--- src/rtl/stream_dispatcher.sv ---
// Round-robin stream dispatcher: buffers up to two upstream words and offers each
// to one of NUMBER consumers through an external demux driven by sel/data_out.
module stream_dispatcher #(
  parameter  int WIDTH    = 1,
  parameter  int NUMBER   = 2,
  localparam int SELECT_W = $clog2(NUMBER)
) (
  input  logic                clk,
  input  logic                rst_n,
  input  logic                s_valid,
  output logic                s_ready,
  input  logic [WIDTH-1:0]    s_data,
  output logic [SELECT_W-1:0] sel,
  output logic [WIDTH-1:0]    data_out,
  output logic [NUMBER-1:0]   valid_out,
  input  logic [NUMBER-1:0]   ready_in,
  output logic [31:0]         dispatch_cnt
);

  typedef enum logic {IDLE, OFFER} state_t;

  state_t              state;
  logic [WIDTH-1:0]    mem [2];
  logic                rd_idx;
  logic                wr_idx;
  logic [1:0]          count;
  logic [SELECT_W-1:0] ptr;

  logic                push;
  logic                pop;
  logic [1:0]          count_next;
  logic                rd_next;
  logic [WIDTH-1:0]    head_next;
  logic [SELECT_W-1:0] ptr_next;
  logic [SELECT_W-1:0] choice;

  function automatic logic [SELECT_W-1:0] wrap_inc(input logic [SELECT_W-1:0] v);
    return (v == SELECT_W'(NUMBER - 1)) ? '0 : v + 1'b1;
  endfunction

  // First ready channel at or after p, wrapping; p itself when nobody is ready.
  function automatic logic [SELECT_W-1:0] choose(input logic [SELECT_W-1:0] p,
                                                 input logic [NUMBER-1:0]   rdy);
    logic [SELECT_W-1:0] c;
    logic [SELECT_W-1:0] res;
    logic                found;
    c     = p;
    res   = p;
    found = 1'b0;
    for (int i = 0; i < NUMBER; i++) begin
      if (!found && rdy[c]) begin
        res   = c;
        found = 1'b1;
      end
      c = wrap_inc(c);
    end
    return res;
  endfunction

  // NOTE: always_comb assigns every output first so no latch can be inferred.
  always_comb begin
    push       = s_valid && s_ready;
    pop        = (state == OFFER) && ready_in[sel];
    count_next = count + 2'(push) - 2'(pop);
    rd_next    = pop ? ~rd_idx : rd_idx;
    // A word written this edge into the slot that becomes head bypasses the array.
    head_next  = (push && (wr_idx == rd_next)) ? s_data : mem[rd_next];
    ptr_next   = pop ? wrap_inc(sel) : ptr;
    choice     = choose(ptr_next, ready_in);
  end

  // NOTE: storage array is not reset; occupancy and pointers alone define validity.
  always_ff @(posedge clk) begin
    if (push) mem[wr_idx] <= s_data;
  end

  // NOTE: sequential state uses non-blocking assignments so every register sees pre-edge values.
  always_ff @(posedge clk or negedge rst_n) begin
    if (!rst_n) begin
      state        <= IDLE;
      rd_idx       <= 1'b0;
      wr_idx       <= 1'b0;
      count        <= 2'd0;
      ptr          <= '0;
      sel          <= '0;
      data_out     <= '0;
      valid_out    <= '0;
      s_ready      <= 1'b0;
      dispatch_cnt <= '0;
    end else begin
      count   <= count_next;
      rd_idx  <= rd_next;
      ptr     <= ptr_next;
      s_ready <= (count_next != 2'd2);
      if (push) wr_idx <= ~wr_idx;
      if (pop) dispatch_cnt <= dispatch_cnt + 32'd1;

      if ((count_next != 2'd0) && ((state == IDLE) || pop)) begin
        state     <= OFFER;
        sel       <= choice;
        valid_out <= NUMBER'(1) << choice;
        data_out  <= head_next;
      end else if (pop) begin
        state     <= IDLE;
        valid_out <= '0;
      end
    end
  end

  a_onehot : assert property (@(posedge clk) disable iff (!rst_n)
    (valid_out == '0) || (valid_out == (NUMBER'(1) << sel)));
  a_sel_range : assert property (@(posedge clk) disable iff (!rst_n)
    sel <= SELECT_W'(NUMBER - 1));
  a_count_range : assert property (@(posedge clk) disable iff (!rst_n)
    count <= 2'd2);

endmodule
--- config.mk ---
export PLATFORM = sky130hd
export DESIGN_NAME = stream_dispatcher
export DESIGN_NICKNAME = d
export VERILOG_FILES = /design/src/rtl/stream_dispatcher.sv
export SDC_FILE = /design/constraint.sdc
export NUM_CORES = 1
export LEC_CHECK = 0
export ABC_AREA = 0
export CELL_PAD_IN_SITES_DETAIL_PLACEMENT = 0
export CELL_PAD_IN_SITES_GLOBAL_PLACEMENT = 1
export CORE_MARGIN = 2
export CORE_UTILIZATION = 44
export CTS_BUF_LIST = sky130_fd_sc_hd__clkbuf_4 sky130_fd_sc_hd__clkbuf_8
export DETAILED_ROUTE_END_ITERATION = 10
export GPL_TIMING_DRIVEN = 0
export PLACE_DENSITY_LB_ADDON = 0.1
export SYNTH_ARGS = -nofsm -noshare
export SYNTH_HDL_FRONTEND = slang
export SYNTH_SLANG_ARGS = --single-unit
export TNS_END_PERCENT = 1
--- constraint.sdc ---
create_clock -name clk -period 4.4 [get_ports clk]
set_input_delay 0.44 -clock clk [delete_from_list [all_inputs] [get_ports clk]]
set_output_delay 0.44 -clock clk [all_outputs]
set_load 0.02 [all_outputs]
==> summary.txt <==
Port-buffer cells: 42
# fillers: 394
Clock sink count: 45
Initial antenna violation count: 0
CP cell instances: clkdlybuf4s50_1 > mux2_2 > nand2_1 > inv_1 > ha_1 > inv_1 > ha_1 > xor3_1 > o22ai_1 > a21oi_1 > a31o_2
Via/cell ratio: 5.43
Max stage delay on crit path: 0.50 ns
Post-CTS sizing: 0
Routed WL per cell: 15.8 um
Tot GR Track Use: 19.2%
CTS root buf: clkbuf_8
Area grow syn2layout: 29.5%
Post-synth net total: 204
Fin Setup TNS: 0 ns
Die W: 73.7 um
Ant. Diodes: 0
CP Launch Point: ready_in[1]
#FFs+latches synth: 45
1st-pass router iterations: 4
Clk_lat worst skew: 0.30 ns
Ys async rst share: 95.6%
PwrDens: 496 mW/mm2
Iter 0 DRT Violations: 76
DRC violations left: 0
Setup crit end kind: flop
Hold crit path type: input pin to asynchronous set/reset pin
Period utilization: 67.3%
Synthesized cell area: 0.00214 mm2
Crit. path cell count: 11
Number of synthesized flops with an enable pin: 2
Final Power: 0.00137 W
Arrival time worst endpoint: 3.14 ns
Total setup buffers inserted after CTS: 0
Critical Path Slowest Stage Cell: o22ai_1
Top FF cell, synth: dfrtp_1
Worst-path maximum fanout: 7
Vias in the first global route: 1629
Global-route wire length before repair: 7920 um
Area of the multi-input gates: 960 um2
Via count: 1628
Sequential share of the synthesized area: 53.2%
Top cells by area, synth: dfrtp_1 (50%), xnor2_1 (7.0%), xor2_1 (6.6%), nand2_1 (4.9%), nand4_1 (4.1%)
Final WL: 4740 um
Post-layout net count: 254
Reg2reg path depth: 10
Die ar.: 0.00543 mm2
Worst setup path class: input pin to flop
Gr ovfl total: 0
Commonest cells post-synth: dfrtp_1 (43), nand2_1 (28), xnor2_1 (17), xor2_1 (16), nand4_1 (14)
I/O pin cnt: 43
Syn_area_per_cell: 11.0 um2
Largest net degree at the start of global routing: 24
Setup-failing EPs final: 0
Netlist cell types: 40
Status: complete, no violations
Pre-CTS worst setup slack: 1.13 ns
Final min period: 2.96 ns
H-tree Lvls: 2
Max-Cap Viols: 0
CP delay by family, top: compound AO/OA/AOI/OAI gates
Synth area leader: dfrtp_1
Share of cells above drive strength 1: 7.72%
Clk buf depth: 2
Register area: 0.00114 mm2
Post-synth top area share: 50.4%
Num CTS Buffers: 5
Worst Max-Slew Pin Slew: 0.586 ns
Clock tree from TritonCTS: done
Most numerous cell in the Yosys netlist: dfrtp_1
Worst-path clk slew: 0.08 ns
Relative slew slack: 61.0%
Startpoint types: input pin
Hold_buf cts: 0
Peak supply drop: 268 uV
Ys Warns: 0
Unrepaired setup endpoints after global routing: false
Worst Path Buf+Inv: 3
CORE AREA: 0.00469 mm2
Final Hold Vio Count: 0
Leakage: 1.24 nW
Fmax: 338 MHz
Post-Route Skew: 0.0142 ns
Crit Reg-Reg Startpoint: sel$_DFFE_PN0P_
Antenna Nets Post-Route: 0
Cells after Synth: 195
Chip height: 73.7 um
Worst endpoint required time: 4.58 ns
Fin. max-slew vios: 0
Initial Utilization: 45.5%
Post-DP HPWL: 3490 um
Post-route worst setup slack: 1.44 ns
GP Congestion: 0.755
Row Count: 25
final timing paths:
path	to	slack, ns
max	valid_out[1]$_DFFE_PN0P_	1.44
min	rd_idx$_DFF_PN0_	0.12
max reg2reg	valid_out[1]$_DFFE_PN0P_	1.54
min reg2reg	dispatch_cnt[31]$_DFFE_PN0P_	0.50
max in group asynchronous	dispatch_cnt[31]$_DFFE_PN0P_	3.80
min in group clk	dispatch_cnt[31]$_DFFE_PN0P_	0.50
report_power, final:
group	leakage (nW)	switching, W	internal, W
Clock	0.0619	0.000135	0.000191
Sequential	0.583	0.0000811	0.000499
Combinational	0.595	0.000247	0.000218
registers in the layout, indices dropped and copies added (netlist names):
signal	flops
valid_out	2
s_ready	1
state	1
ptr	1
mem	2
wr_idx	1
sel	1
count	2
dispatch_cnt	32
data_out	1
rd_idx	1
layout by cell type (no fill, tap or decap), drive strengths merged, types with 2 or more instances in the layout:
master / Yosys / routed
a211oi: 2 / 2
a21oi: 2 / 2
and2: 2 / 2
and3: 6 / 6
buf: 1 / 3
clkbuf: 4 / 11
clkdlybuf4s50: 0 / 41
dfrtp: 43 / 43
edfxtp: 2 / 2
ha: 3 / 3
inv: 4 / 4
nand2: 28 / 28
nand3: 4 / 4
nand4: 15 / 15
nor2: 7 / 7
nor3: 9 / 9
nor4: 6 / 6
o21ai: 5 / 5
or3: 2 / 2
or4: 2 / 2
xnor2: 17 / 17
xor2: 16 / 16
layer usage:
metal	wire (um)	up-vias	global-route usage (%)
li1	-	789	-
met1	2190	795	26.0
met2	2300	40	30.6
met3	207	4	4.66
met4	40	0	5.45
met5	0	-	0
cells by family after synthesis:
| logic type | count (synthesis) | synth area share, % |
|---|---|---|
| simple gates | 86 | 22.5 |
| flops | 45 | 53.2 |
| xor+xnor | 34 | 14.6 |
| compound gates | 16 | 5.04 |
| buf+inv | 9 | 1.93 |
| fa+ha+maj | 3 | 1.76 |
| mux | 2 | 0.995 |
stage by stage:
| step | instance area [um2] | std cells | utilization [%] | hold WS (ns) |
|---|---|---|---|---|
| 2_1_floorplan | 2140 | 195 | - | 0.144 |
| 3_3_place_gp | 2630 | 291 | 55.9 | 0.458 |
| 3_5_place_dp | 2650 | 292 | 56.4 | 0.455 |
| 4_1_cts | 2770 | 300 | 59.0 | 0.128 |
| 5_1_grt | 2770 | 300 | 59.0 | 0.137 |
| 6_report | 2770 | 300 | 59.0 | 0.117 |
area by class of cell:
| cell class | count | area share [%] |
|---|---|---|
| multi-input cells | 141 | 34.7 |
| well taps | 54 | 2.44 |
| clock buffers | 7 | 3.25 |
| inverters | 4 | 0.542 |
| repair buffers | 43 | 16.0 |
| flip-flops and latches | 45 | 41.0 |
| clock inverters | 1 | 1.08 |
| plain buffers | 5 | 0.949 |
Power figures use the tool's default switching activity.
